--- src/rtl/i2c_reg_sequencer_if.sv ---
// Byte-engine and register-bank signals seen by the I2C register sequencer.
// The slave modport is the sequencer; the master modport is the engine plus bank side.
interface i2c_reg_sequencer_if #(
   parameter int AW = 3
);
   logic          start_det;
   logic          stop_det;
   logic          rx_valid;
   logic [7:0]    rx_byte;
   logic          ack_valid;
   logic          ack;
   logic          tx_req;
   logic          tx_valid;
   logic [7:0]    tx_byte;
   logic          tx_done;
   logic          tx_nack;
   logic [AW-1:0] reg_addr;
   logic          reg_we;
   logic [7:0]    reg_wdata;
   logic [7:0]    reg_rdata;

   modport slave (
      input  start_det, stop_det, rx_valid, rx_byte, tx_req, tx_done, tx_nack, reg_rdata,
      output ack_valid, ack, tx_valid, tx_byte, reg_addr, reg_we, reg_wdata
   );

   modport master (
      output start_det, stop_det, rx_valid, rx_byte, tx_req, tx_done, tx_nack, reg_rdata,
      input  ack_valid, ack, tx_valid, tx_byte, reg_addr, reg_we, reg_wdata
   );
endinterface

--- src/rtl/i2c_reg_sequencer.sv ---
// I2C slave transaction sequencer: address decode, register pointer, writes and
// auto-incrementing reads; owns every ACK/NACK decision for the byte engine.
module i2c_reg_sequencer #(
   parameter logic [6:0] DEV_ADDR = 7'h55,
   parameter int         NUM_REGS = 8,
   parameter int         AW       = 3
) (
   input  logic clk,
   input  logic rst_n,
   input  logic ena,
   output logic busy,
   i2c_reg_sequencer_if.slave bus
);

   typedef enum logic [2:0] {
      S_IDLE   = 3'd0,
      S_ADDR   = 3'd1,
      S_PTR    = 3'd2,
      S_WRITE  = 3'd3,
      S_READ   = 3'd4,
      S_IGNORE = 3'd5
   } state_t;

   localparam logic [AW-1:0] LAST_PTR   = AW'(NUM_REGS - 1);
   localparam logic [8:0]    NUM_REGS_W = 9'(NUM_REGS);

   state_t        state_q, state_d;
   logic [AW-1:0] ptr_q, ptr_d;
   logic          inc_q, inc_d;
   logic          ack_valid_q, ack_valid_d;
   logic          ack_q, ack_d;
   logic          tx_valid_q, tx_valid_d;
   logic [7:0]    tx_byte_q, tx_byte_d;
   logic          reg_we_q, reg_we_d;
   logic [7:0]    reg_wdata_q, reg_wdata_d;
   logic          busy_q, busy_d;

   function automatic logic [AW-1:0] next_ptr(input logic [AW-1:0] p);
      if (p == LAST_PTR) begin
         next_ptr = {AW{1'b0}};
      end else begin
         next_ptr = p + AW'(1);
      end
   endfunction

   // Next-state and registered-output logic; the pointer advances one cycle
   // after its write/read strobe so the strobe cycle still shows the old address.
   always_comb begin
      state_d     = state_q;
      ptr_d       = inc_q ? next_ptr(ptr_q) : ptr_q;
      inc_d       = 1'b0;
      ack_valid_d = 1'b0;
      ack_d       = ack_q;
      tx_valid_d  = 1'b0;
      tx_byte_d   = tx_byte_q;
      reg_we_d    = 1'b0;
      reg_wdata_d = reg_wdata_q;

      if (!ena) begin
         state_d = S_IDLE;
      end else if (bus.start_det) begin
         state_d = S_ADDR;
      end else if (bus.stop_det) begin
         state_d = S_IDLE;
      end else begin
         if (bus.rx_valid) begin
            case (state_q)
               S_ADDR: begin
                  ack_valid_d = 1'b1;
                  if (bus.rx_byte[7:1] == DEV_ADDR) begin
                     ack_d   = 1'b1;
                     state_d = bus.rx_byte[0] ? S_READ : S_PTR;
                  end else begin
                     ack_d   = 1'b0;
                     state_d = S_IGNORE;
                  end
               end
               S_PTR: begin
                  ack_valid_d = 1'b1;
                  if ({1'b0, bus.rx_byte} < NUM_REGS_W) begin
                     ptr_d   = bus.rx_byte[AW-1:0];
                     ack_d   = 1'b1;
                     state_d = S_WRITE;
                  end else begin
                     ack_d   = 1'b0;
                     state_d = S_IGNORE;
                  end
               end
               S_WRITE: begin
                  ack_valid_d = 1'b1;
                  ack_d       = 1'b1;
                  reg_we_d    = 1'b1;
                  reg_wdata_d = bus.rx_byte;
                  inc_d       = 1'b1;
               end
               S_IGNORE: begin
                  ack_valid_d = 1'b1;
                  ack_d       = 1'b0;
               end
               default: begin
                  ack_valid_d = 1'b0;
               end
            endcase
         end else begin
            ack_valid_d = 1'b0;
         end

         if (bus.tx_req) begin
            tx_valid_d = 1'b1;
            if (state_q == S_READ) begin
               tx_byte_d = bus.reg_rdata;
               inc_d     = 1'b1;
            end else begin
               tx_byte_d = 8'hFF;
            end
         end else begin
            tx_valid_d = 1'b0;
         end

         if (bus.tx_done && bus.tx_nack && (state_q == S_READ)) begin
            state_d = S_IGNORE;
         end else begin
            inc_d = inc_d;
         end
      end

      busy_d = (state_d != S_IDLE);
   end

   // State, pointer and output registers with synchronous active-low reset.
   always_ff @(posedge clk) begin
      if (!rst_n) begin
         state_q     <= S_IDLE;
         ptr_q       <= {AW{1'b0}};
         inc_q       <= 1'b0;
         ack_valid_q <= 1'b0;
         ack_q       <= 1'b0;
         tx_valid_q  <= 1'b0;
         tx_byte_q   <= 8'h00;
         reg_we_q    <= 1'b0;
         reg_wdata_q <= 8'h00;
         busy_q      <= 1'b0;
      end else begin
         state_q     <= state_d;
         ptr_q       <= ptr_d;
         inc_q       <= inc_d;
         ack_valid_q <= ack_valid_d;
         ack_q       <= ack_d;
         tx_valid_q  <= tx_valid_d;
         tx_byte_q   <= tx_byte_d;
         reg_we_q    <= reg_we_d;
         reg_wdata_q <= reg_wdata_d;
         busy_q      <= busy_d;
      end
   end

   assign bus.ack_valid = ack_valid_q;
   assign bus.ack       = ack_q;
   assign bus.tx_valid  = tx_valid_q;
   assign bus.tx_byte   = tx_byte_q;
   assign bus.reg_addr  = ptr_q;
   assign bus.reg_we    = reg_we_q;
   assign bus.reg_wdata = reg_wdata_q;
   assign busy          = busy_q;

endmodule

--- src/flat_wrapper.sv ---
// flat-port wrapper written by rule: the top's interface ports become plain ports
module i2c_reg_sequencer_flat 
#(
   parameter logic [6:0] DEV_ADDR = 7'h55,
   parameter int         NUM_REGS = 8,
   parameter int         AW       = 3
)
  (clk, rst_n, ena, busy, bus_start_det, bus_stop_det, bus_rx_valid, bus_rx_byte, bus_tx_req, bus_tx_done, bus_tx_nack, bus_reg_rdata, bus_ack_valid, bus_ack, bus_tx_valid, bus_tx_byte, bus_reg_addr, bus_reg_we, bus_reg_wdata);
  i2c_reg_sequencer_if #(.AW(AW)) bus_i ();
  input  logic clk;
  input  logic rst_n;
  input  logic ena;
  output logic busy;
  input wire logic [$bits(bus_i.start_det)-1:0] bus_start_det;
  input wire logic [$bits(bus_i.stop_det)-1:0] bus_stop_det;
  input wire logic [$bits(bus_i.rx_valid)-1:0] bus_rx_valid;
  input wire logic [$bits(bus_i.rx_byte)-1:0] bus_rx_byte;
  input wire logic [$bits(bus_i.tx_req)-1:0] bus_tx_req;
  input wire logic [$bits(bus_i.tx_done)-1:0] bus_tx_done;
  input wire logic [$bits(bus_i.tx_nack)-1:0] bus_tx_nack;
  input wire logic [$bits(bus_i.reg_rdata)-1:0] bus_reg_rdata;
  output wire logic [$bits(bus_i.ack_valid)-1:0] bus_ack_valid;
  output wire logic [$bits(bus_i.ack)-1:0] bus_ack;
  output wire logic [$bits(bus_i.tx_valid)-1:0] bus_tx_valid;
  output wire logic [$bits(bus_i.tx_byte)-1:0] bus_tx_byte;
  output wire logic [$bits(bus_i.reg_addr)-1:0] bus_reg_addr;
  output wire logic [$bits(bus_i.reg_we)-1:0] bus_reg_we;
  output wire logic [$bits(bus_i.reg_wdata)-1:0] bus_reg_wdata;
  assign bus_i.start_det = bus_start_det;
  assign bus_i.stop_det = bus_stop_det;
  assign bus_i.rx_valid = bus_rx_valid;
  assign bus_i.rx_byte = bus_rx_byte;
  assign bus_i.tx_req = bus_tx_req;
  assign bus_i.tx_done = bus_tx_done;
  assign bus_i.tx_nack = bus_tx_nack;
  assign bus_i.reg_rdata = bus_reg_rdata;
  assign bus_ack_valid = bus_i.ack_valid;
  assign bus_ack = bus_i.ack;
  assign bus_tx_valid = bus_i.tx_valid;
  assign bus_tx_byte = bus_i.tx_byte;
  assign bus_reg_addr = bus_i.reg_addr;
  assign bus_reg_we = bus_i.reg_we;
  assign bus_reg_wdata = bus_i.reg_wdata;
  i2c_reg_sequencer #(.DEV_ADDR(DEV_ADDR), .NUM_REGS(NUM_REGS), .AW(AW)) u_core (.clk(clk), .rst_n(rst_n), .ena(ena), .busy(busy), .bus(bus_i));
endmodule
--- config.mk ---
export PLATFORM = sky130hd
export DESIGN_NAME = i2c_reg_sequencer_flat
export DESIGN_NICKNAME = d
export VERILOG_FILES = /design/src/rtl/i2c_reg_sequencer_if.sv /design/src/rtl/i2c_reg_sequencer.sv /design/src/flat_wrapper.sv
export SDC_FILE = /design/constraint.sdc
export NUM_CORES = 1
export LEC_CHECK = 0
export CORE_UTILIZATION = 42
export DETAILED_ROUTE_END_ITERATION = 16
export PLACE_DENSITY = 0.89
export SYNTH_ARGS = -nofsm -noshare
export SYNTH_HDL_FRONTEND = slang
export SYNTH_SLANG_ARGS = --single-unit
--- constraint.sdc ---
create_clock -name clk -period 1.75 [get_ports clk]
set_input_delay 0.35 -clock clk [delete_from_list [all_inputs] [get_ports clk]]
set_output_delay 0.35 -clock clk [all_outputs]
set_load 0.02 [all_outputs]
Word-level counts from Yosys, hierarchy flattened
Index checks and enable logic that the tools add are counted.

storage, ports and cells
  flip-flop bits (word level) = 28
  bits of input ports = 25
  output and inout port bits = 24
  logic and storage cells = 61

cells by class
  add/subtract/negate cells = 1
  order comparisons = 1
  eq/ne operators = 7
  multiplexer cells = 27
  bitwise logic cells = 5
  reductions and logical operators = 10

operators with widths
  operator                                             count
  2-to-1 mux 3 bit                                     16
  AND reduction 5 bit                                  2
  == test 3 bit (second input constant)                3
  < comparator 8 x 4 -> 1 bit (second input constant)  1
  2-to-1 mux 1 bit                                     8
  2-to-1 mux 8 bit                                     1
  OR reduction 4 bit                                   2
  == test 7 bit (second input constant)                1
  == test 3 x 2 -> 1 bit (second input constant)       2
  one-hot mux 3 bit (2 select lines)                   1
  inverter 1 bit                                       5
  OR reduction 5 bit                                   1
  one-hot mux 1 bit (4 select lines)                   1
  AND reduction 4 bit                                  1
  nonzero test 4 bit                                   1
  adder 3 x 1 -> 3 bit (second input constant)         1
  == test 3 x 1 -> 1 bit (second input constant)       1
  nonzero test 3 bit                                   1
  logical AND 1 bit                                    2

Longest topological paths before layout
Gate-level depths: netlist (run 1).

  word-level depth = 9
  mapped depth = 6
  depth with buffers taken out = 6

Worst setup path after synthesis (run 1)
Ideal clock, no wire load.

  path kind = input to register
  from = in bus_stop_det
  to = reg u_core.tx_byte_q[0] (netlist: u_core.bus.tx_byte[0])
  setup time = 0.119 ns
  arrival time = 1.213 ns
  required time = 1.631 ns
  path slack = 0.419 ns
  stages on the path = 5
  path buffers = 1
  cells stage by stage = nor3b_4 and2_1 buf_6 nand3_4 o221a_1

between the ends
  longest elaborated chain between the ends = 2

RTL lines
  item                                  RTL line                  source
  from (decl)                           flat_wrapper.sv:15        input wire logic [$bits(bus_i.stop_det)-1:0] bus_stop_det;
  inverter 1 bit (no source line)       --
  AND reduction 4 bit (no source line)  --
  to (signal assigned)                  i2c_reg_sequencer.sv:150  tx_byte_q <= tx_byte_d;
  to (decl)                             i2c_reg_sequencer.sv:33   logic [7:0] tx_byte_q, tx_byte_d;

No other way between the ends.
A chain may end at the register's enable or synchronous reset.

Worst setup path after layout (run 1)
  from = reg u_core.ptr_q[2] (netlist: u_core.bus.reg_addr[2])
  to = out bus_reg_addr[2]

RTL lines
  item                    RTL line                  source
  from (decl)             i2c_reg_sequencer.sv:28   logic [AW-1:0] ptr_q, ptr_d;
  from (signal assigned)  i2c_reg_sequencer.sv:134  ptr_q <= {AW{1'b0}};
  from (signal assigned)  i2c_reg_sequencer.sv:145  ptr_q <= ptr_d;
  to (decl)               flat_wrapper.sv:26        output wire logic [$bits(bus_i.reg_addr)-1:0] bus_reg_addr;

No word-level cell between the ends.

==> results.md, run 1 <==
- Final Non-Filler Cells: 220
- Worst endpoint required time: 1.40 ns
- DP Cell Count: 216
- Number of core rows: 19
- Max Root-Sink Buffers: 2
- Register area share after synthesis: 45.57%
- RSZ-0062 raised after global routing: false
- Top cell type's share of synthesized area: 45.57%
- Pre-CTS WS: -0.1719 ns
- Final wirelength: 3168 um
- PwrDens: 649.0 mW/mm2
- Crit path arrival time: 1.32 ns
- Mux share of post-synthesis cell area: 1.628%
- Highest net fanout along the worst path: 3
- Crit end category: primary output
- Max_cap viols: 0
- Drt drc: 0
- Main combinational cell family by area after synthesis: compound AO/OA/AOI/OAI gates
- Post-route setup TNS: 0 ns
- Root Buffer: clkbuf_4
- Worst path cell trace: clkdlybuf4s50_1
- Largest net degree at the start of global routing: 22
- VDD IR max: 0.4926 mV
- Nets: 217
- Unique masters post-synth: 35
- Global Route Usage Sum: 20.55%
- #FFs+latches synth: 28
- Detailed Routing Iterations Pass 1: 4
- Drt wl/cell: 14.40 um
- Number of diodes: 0
- Worst Tran Pin Value: 0.3810 ns
- Die span in y: 56.12 um
- Antenna violations before repair: 0
- Critical path class: flip-flop to primary output
- Num CTS Buffers: 3
- Buf/Inv on CP: 1
- Post-synthesis xor/xnor area fraction: 0%
- Die width: 56.12 um
- Crit path time final: 1.672 ns
- HP Class: flip-flop to flip-flop
- Slew margin rel.: 74.57%
- F_max: 598.0 MHz
- Compound-Gate Fraction of Synth Area: 23.60%
- Skew-Pair Late Insertion Delay: 0.33 ns
- Ports: 49
- Leakage: 0.7735 nW
- Synthesized instance count: 128
- Hold Vio Cnt, Final: 0
- Primary FF master, synth: dfxtp_1
- Syn-to-layout area delta: 53.51%
- Finished Cell Area: 0.001888 mm2
- First-pass GRT wire length: 5168 um
- Slowest CP cell: clkdlybuf4s50_1
- Count leader, synth: dfxtp_1
- Worst Skew: 0.006965 ns
- Die area: 0.003149 mm2
- Mean Syn Cell Area: 9.609 um2
- Starting Density: 44.60%
- Post-Place Cell Area: 0.001831 mm2
- Period utilization: 95.56%
- Clk slew on worst S/H paths: 0.14 ns
- Cts hold-fix bufs: 0
- Final Wtd Congestion: 0.8436
- Post-Syn Nets: 155
- Final setup violation count: 0
- Ys Warns: 0
- Vias/cell: 5.445
- TritonCTS clock tree: built
- Slew Viols, Final: 0
- Share of cells above drive strength 1: 13.23%
- Port buffer count: 48
- CP top delay family: buffers and inverters
- Grt total ovfl: 0
- Synth top area cells: dfxtp_1 (46%), nand2_1 (8.2%), o221a_1 (7.3%), a21boi_0 (5.5%), o211a_1 (2.4%)
- Cell Area, Synth: 0.001230 mm2
- CP max stage delay: 0.61 ns
- CTS Sinks: 28
- Startpoint types: flip-flop
- Pwr Total: 1.225 mW
- Setup ws final: 0.07763 ns
- Post-CTS Setup Bufs: 0
- Synth cell count leaders: dfxtp_1 (28), nand2_1 (27), a21boi_0 (9)
- Number of flops mapped to enable cells by yosys: 0
- DR iter-0 viols: 28
- Biggest area consumer among synthesized cells: dfxtp_1
- Post-synthesis async set-or-reset flop share: 0%
- # H-tree levels: 1
- Synth Area in Simple Gates: 22.48%
- Reg2reg setup slack: 0.26 ns
- Final HPWL DP: 2461 um
- Adder-Cell Fraction of Synth Area: 2.035%
- Core box area: 0.002758 mm2
- Routed Antenna Nets: 0
- Vias in the first global route: 1182
- Outcome: completed
- Total number of vias: 1198
[layer usage]
layer / wire length [um] / GRT usage (%) / part of all wire, % / vias up
met3: 128 / 3.488 / 4.0 / 8
met4: 61 / 8.362 / 1.9 / 0
met2: 1617 / 35.54 / 51 / 35
met1: 1362 / 25.18 / 43 / 572
met5: 0 / 0 / 0 / -
li1: - / - / - / 583
[cell type report]
| type | count | area [um2] |
|---|---|---|
| Fill cell | 211 | 869.6 |
| Multi-Input combinational cell | 88 | 611.8 |
| Timing Repair Buffer | 64 | 605.6 |
| Sequential cell | 28 | 560.5 |
| Tap cell | 31 | 38.79 |
| Clock inverter | 1 | 30.03 |
| Clock buffer | 3 | 22.52 |
| Inverter | 5 | 18.77 |
[path summary, 6_finish.rpt]
check	from	endpoint	depth (start not counted)
max	u_core.bus.reg_addr[2]	bus_reg_addr[2]	1
min	u_core.bus.reg_wdata[0]	u_core.bus.reg_wdata[0]	2
max reg2reg	u_core.state_q[2]	u_core.bus.reg_addr[0]	3
min reg2reg	u_core.bus.reg_wdata[0]	u_core.bus.reg_wdata[0]	2
[what timing repair did]
item | CTS | global route
resized for setup | 0 | 2
endpoints found under the hold margin | 0 | 0
endpoints found under the setup margin | 0 | 2
[cell usage in the layout, fill, tap and decap left out, drive strengths merged, types with 2 or more instances in the layout]
cell type	count
inv	5
nand4	2
nor3	2
nor3b	2
mux2i	2
nand3	2
clkdlybuf4s50	46
a21boi	9
dfxtp	28
o221a	8
a31oi	2
nand2	27
o211a	3
a21oi	4
nor2	5
clkbuf	3
dlymetal6s2s	2
buf	16
ha	2
and3	4
[stage by stage]
stage	util (%)	hold slack [ns]
2_1_floorplan	-	0.4781
3_3_place_gp	66.38	0.4569
3_5_place_dp	66.38	0.4579
4_1_cts	68.28	0.4779
5_1_grt	68.47	0.5003
6_report	68.47	0.4748
[worst register-to-register path: cells and delay by family, from the launching register on]
| family | cells | cell delay [ns] |
|---|---|---|
| AO/OA/AOI/OAI | 1 | 0.30 |
| flip-flops | 1 | 0.45 |
| AND/OR/NAND/NOR | 2 | 0.66 |
[sequential cells by signal, indices dropped and copies added (netlist names)]
register              cells
u_core.bus.ack            1
u_core.bus.ack_valid      1
u_core.bus.reg_addr       3
u_core.bus.reg_wdata      8
u_core.bus.reg_we         1
u_core.bus.tx_byte        8
u_core.bus.tx_valid       1
u_core.busy               1
u_core.inc_q              1
u_core.state_q            3
[logic make-up after synthesis]
kind of cell               count (synthesis)
DFF                                       28
muxes                                      2
adders and majority gates                  2
buffers and inverters                     12
AOI/OAI and AO/OA                         34
and+or+nand+nor                           50
[power by group]
part	switching [mW]	total, mW	internal (mW)	leakage [nW]
combinational	0.0558	0.147	0.0910	0.519
clock	0.194	0.425	0.232	0.0279
sequential	0.00632	0.653	0.647	0.226
Power figures use the tool's default switching activity.
==> run 2: changes to the inputs <==
--- a/config.mk
+++ b/config.mk
@@ -5,9 +5,10 @@
 export SDC_FILE = /design/constraint.sdc
 export NUM_CORES = 1
 export LEC_CHECK = 0
-export CORE_UTILIZATION = 42
+export ABC_AREA = 1
+export CORE_UTILIZATION = 43
 export DETAILED_ROUTE_END_ITERATION = 16
-export PLACE_DENSITY = 0.89
+export PLACE_DENSITY = 0.9
 export SYNTH_ARGS = -nofsm -noshare
 export SYNTH_HDL_FRONTEND = slang
 export SYNTH_SLANG_ARGS = --single-unit
==> run 2 against run 1 <==
Sequential power about the same. Critical path type unchanged. Die area decreased by 0.62%. Register-to-register slack improved by 0.18 ns.
==> results.md, run 2 <==
- Synthesized instance count: 169
- Mean Syn Cell Area: 7.404 um2
- Pwr Total: 1.109 mW
- DR iter-0 viols: 38
- Num CTS Buffers: 3
- Switching power total: 0.2569 mW
- Vias/cell: 4.988
- Biggest area consumer among synthesized cells: dfxtp_1
- Commonest non-fill, non-tap cell in the layout: clkdlybuf4s50_1
- PwrDens: 614.7 mW/mm2
- TritonCTS clock tree: built
- Worst endpoint required time: 1.40 ns
- F_max: 595.3 MHz
- Starting Density: 45.37%
- Post-synthesis async set-or-reset flop share: 0%
- Critical path class: flip-flop to primary output
- Synth cell count leaders: nand2_1 (31), dfxtp_1 (28), inv_1 (21), nor2_1 (21), o21ai_0 (15)
- Primary FF master, synth: dfxtp_1
- Switching power share of the total: 23.16%
- Clk slew on worst S/H paths: 0.15 ns
- Number of flops mapped to enable cells by yosys: 0
- Max Root-Sink Buffers: 2
- Leakage: 0.8291 nW
- Register area share after synthesis: 44.80%
- Skew-Pair Late Insertion Delay: 0.33 ns
- CP max stage delay: 0.61 ns
- Most frequent cells in the layout: clkdlybuf4s50_1 (47), nand2_1 (31), dfxtp_1 (28)
- Die span in y: 55.94 um
- Detailed Routing Iterations Pass 1: 4
- P_int: 0.8522 mW
- Cell Area, Synth: 0.001251 mm2
- Drt wl/cell: 11.46 um
- Crit path time final: 1.680 ns
- Global Route Usage Sum: 19.32%
- RSZ-0062 raised after global routing: false
- Final Wtd Congestion: 0.8708
- Crit end category: primary output
- Post-CTS Setup Bufs: 0
- Ys Warns: 0
- Slowest CP cell: clkdlybuf4s50_1
- Clock Power Share: 28.5%
- Period utilization: 95.99%
- Buf/Inv on CP: 1
- Top cell type's share of synthesized area: 44.80%
- # H-tree levels: 1
- Ports: 49
- Unique masters post-synth: 23
- Crit path arrival time: 1.33 ns
- Outcome: completed
- Share of cells above drive strength 1: 8.559%
- Max_cap viols: 0
- Slew margin rel.: 81.72%
- Worst Skew: 0.004972 ns
- Largest net degree at the start of global routing: 21
- Total number of vias: 1262
- Port buffer count: 48
- Startpoint types: flip-flop
- Number of core rows: 19
- Synth top area cells: dfxtp_1 (45%), nand2_1 (9.3%), inv_1 (6.3%), nor2_1 (6.3%), o21ai_0 (6.0%)
- CTS Sinks: 28
- Post-Syn Nets: 196
- Antenna violations before repair: 0
- Seq pwr share: 58.9%
- Vias in the first global route: 1124
- #FFs+latches synth: 28
- Grt total ovfl: 0
- Core box area: 0.002758 mm2
- Final HPWL DP: 2203 um
- Slew Viols, Final: 0
- HP Class: flip-flop to flip-flop
- Die area: 0.003129 mm2
- Worst Tran Pin Value: 0.2736 ns
- Worst path cell trace: clkdlybuf4s50_1
- Die width: 55.94 um
- Hold Vio Cnt, Final: 0
- CP top delay family: buffers and inverters
- Final wirelength: 2900 um
- Number of diodes: 0
- Final setup violation count: 0
- Drt drc: 0
- Nets: 250
- Syn-to-layout area delta: 44.20%
- Routed Antenna Nets: 0
- Comb power frac: 12.6%
- Post-route setup TNS: 0 ns
- Highest net fanout along the worst path: 3
- Root Buffer: clkbuf_4
- First-pass GRT wire length: 4795 um
- Count leader, synth: nand2_1
- VDD IR max: 0.5507 mV
[run 2: changes by cell type in the layout (fill, tap and decap cells not counted), moves of 3 or more]
cell      previous run  this run
o21ai_0              1        15
a21oi_1              4        10
nand3_1              1         7
o221a_1              8         0
a21boi_0             9         0
nor3_1               2        13
nand2_2              0         3
and3_1               4         0
nor2_1               5        21
inv_1                5        21
nand2_1             27        31
o211a_1              3         0
buf_4               16         4
[run 2: cell families (layout without fill, tap and decap cells)]
family	Yosys count	count (layout)	synth area share (%)
AO/OA/AOI/OAI	30	30	12.70
adder cells (fa/ha/maj)	2	2	2.000
buffers and inverters	25	78	9.400
flip-flops	28	28	44.80
AND/OR/NAND/NOR	84	84	31.10
[run 2: layout make-up]
class / count / area (um2)
clock buffer: 4 / 36.28
fill: 246 / 953.4
inverter: 22 / 82.58
multi-input combinational: 116 / 573.1
sequential: 28 / 560.5
tap: 31 / 38.79
timing repair buffer: 52 / 513.0
[run 2: path summary, 6_finish.rpt]
check                                            start                     end  slack, ns  cells past startpoint
worst max-delay path            u_core.bus.reg_addr[2]         bus_reg_addr[2]       0.07                      1
worst min-delay path             u_core.bus.tx_byte[7]   u_core.bus.tx_byte[7]       0.54                      2
worst max register to register  u_core.bus.reg_addr[0]  u_core.bus.reg_addr[0]       0.44                      5
worst min register to register   u_core.bus.tx_byte[7]   u_core.bus.tx_byte[7]       0.54                      2
[run 2: layer usage]
layer / part of all wire (%) / vias up / GRT usage [%]
met5: 0 / - / 0
met4: 0.41 / 0 / 4.181
met3: 6.2 / 2 / 5.814
met2: 49 / 41 / 33.39
met1: 44 / 563 / 23.82
li1: - / 656 / -
[run 2: power by group through the flow]
stage | sequential [mW] | combinational [mW] | clock, mW
after global routing | 0.655 | 0.152 | 0.354
after global placement | 0.667 | 0.138 | 0
after detailed placement | 0.667 | 0.139 | 0
after CTS | 0.654 | 0.140 | 0.323
after floorplan | 0.677 | 0.0443 | 0
final | 0.654 | 0.140 | 0.316
[run 2: through the flow]
stage	worst slack [ns]	hold WS [ns]	area [um2]	utilization, %	cells
finish	0.07017	0.5402	1804	65.43	253
global route	0.007511	0.5663	1804	65.43	253
CTS	0.04768	0.5386	1802	65.34	253
detailed placement	-0.03186	0.5085	1765	64.02	249
global placement	-0.009128	0.4991	1765	64.02	249
floorplan	0.4806	0.4921	1251	-	169
[run 2: timing repair]
item / in CTS / in global routing
hold buffers: 0 / 0
endpoints found under the hold margin: 0 / 0
resized for setup: 0 / 1
setup endpoints to repair: 0 / 1
==> run 3: changes to the inputs <==
==> constraint.sdc (replaced) <==
create_clock -name clk -period 1.75 [get_ports clk]
set_input_delay 0.175 -clock clk [delete_from_list [all_inputs] [get_ports clk]]
set_output_delay 0.175 -clock clk [all_outputs]
set_load 0.02 [all_outputs]
==> run 3 against run 2 <==
Non-clock buffer count fell by 3. Final area fell by 0.49%. Critical path type unchanged. Largest cell class unchanged. Flip-flop and latch count did not move. Fmax rose by 10%. Wire length fell by 3.8%.
==> results.md, run 3 (synthesis gave the netlist of run 2 again) <==
- VDD IR max: 0.5266 mV
- Num CTS Buffers: 3
- Detailed Routing Iterations Pass 1: 5
- WHS Path Cells: 3
- Port buffer count: 48
- Largest net degree at the start of global routing: 21
- Commonest non-fill, non-tap cell in the layout: clkdlybuf4s50_1
- Max Root-Sink Buffers: 2
- Number of diodes: 0
- Pre-CTS WS: 0.09082 ns
- Crit path arrival time: 1.35 ns
- Cts hold-fix bufs: 0
- Routed Antenna Nets: 0
- CP top delay family: buffers and inverters
- Final HPWL DP: 2174 um
- Ports: 49
- Post-CTS Setup Bufs: 0
- CP max stage delay: 0.62 ns
- Worst endpoint required time: 1.57 ns
- Core box area: 0.002758 mm2
- R2R depth: 5
- Slew margin rel.: 82.15%
- Crit end category: primary output
- Number of core rows: 19
- Drt wl/cell: 11.16 um
- Die area: 0.003129 mm2
- HP Start: bus_rx_byte[6]
- Critical path class: flip-flop to primary output
- Buf/Inv on CP: 1
- Outcome: completed
- Worst r2r src: u_core.bus.reg_addr[0]
- Vias in the first global route: 1194
- F_max: 657.2 MHz
- Drt drc: 0
- Hold Vio Cnt, Final: 0
- Fill count: 254
- Setup ws final: 0.2284 ns
- First-pass GRT wire length: 4933 um
- Worst Skew: 0.006624 ns
- Final setup violation count: 0
- Nets: 247
- Share of cells above drive strength 1: 7.306%
- Period utilization: 86.95%
- Slowest CP cell: clkdlybuf4s50_1
- PwrDens: 673.6 mW/mm2
- Global Route Usage Sum: 19.38%
- Root Buffer: clkbuf_4
- Vias/cell: 5.020
- Total number of vias: 1255
- Syn-to-layout area delta: 43.50%
- HP Class: input pin to flip-flop
- Final Non-Filler Cells: 250
- Multi-input logic area: 573.1 um2
- DP Cell Count: 246
- Final hold slack: 0.4262 ns
- Final wirelength: 2790 um
- Register Area: 560.5 um2
- Antenna violations before repair: 0
- Max_cap viols: 0
- Startpoint types: flip-flop
- RSZ-0062 raised after global routing: false
- Highest net fanout along the worst path: 4
- Post-layout util: 65.11%
- Most frequent cells in the layout: clkdlybuf4s50_1 (48), nand2_1 (31), dfxtp_1 (28)
- Post-route setup TNS: 0 ns
- Pwr Total: 1.209 mW
- Clk slew on worst S/H paths: 0.15 ns
- Worst setup startpoint: u_core.bus.reg_addr[0]
- Slew Viols, Final: 0
- Leakage: 0.8041 nW
- Grt total ovfl: 0
- CTS Sinks: 28
- DR iter-0 viols: 26
- Crit path time final: 1.522 ns
- # H-tree levels: 1
- Die width: 55.94 um
- Post-Place Cell Area: 0.001743 mm2
- TritonCTS clock tree: built
- Skew-Pair Late Insertion Delay: 0.33 ns
- Worst path cell trace: clkdlybuf4s50_1
- Crit path depth: 1
- Final Wtd Congestion: 0.8092
- Starting Density: 45.37%
- Worst Tran Pin Value: 0.2671 ns
- Die span in y: 55.94 um
- Resized Gates After CTS: 0
- Finished Cell Area: 0.001795 mm2
==> run 3: power by group <==
part	switching, mW	internal (mW)
Combinational	0.0615	0.0750
Clock	0.188	0.232
Sequential	0.00628	0.647
==> run 3: final cells by class <==
type | instances | area share, %
Clock buffer | 3 | 1.254
Clock inverter | 1 | 1.672
Inverter | 22 | 4.599
Sequential cell | 28 | 31.22
Multi-Input combinational cell | 116 | 31.92
Timing Repair Buffer | 49 | 27.18
Tap cell | 31 | 2.160
==> run 3: worst paths after layout <==
| path | slack [ns] | to |
|---|---|---|
| setup / recovery | 0.23 | bus_reg_addr[0] |
| hold / removal | 0.43 | u_core.bus.reg_wdata[6] |
| setup reg to reg | 0.41 | u_core.bus.reg_addr[0] |
| hold reg to reg | 0.53 | u_core.bus.reg_wdata[2] |
==> run 3: metal layers <==
| layer | up-vias | GRT usage (%) | wire length [um] |
|---|---|---|---|
| met3 | 4 | 3.488 | 145 |
| met2 | 38 | 34.60 | 1362 |
| met5 | - | 0 | 0 |
| met1 | 565 | 24.30 | 1256 |
| li1 | 648 | - | - |
| met4 | 0 | 4.530 | 25 |
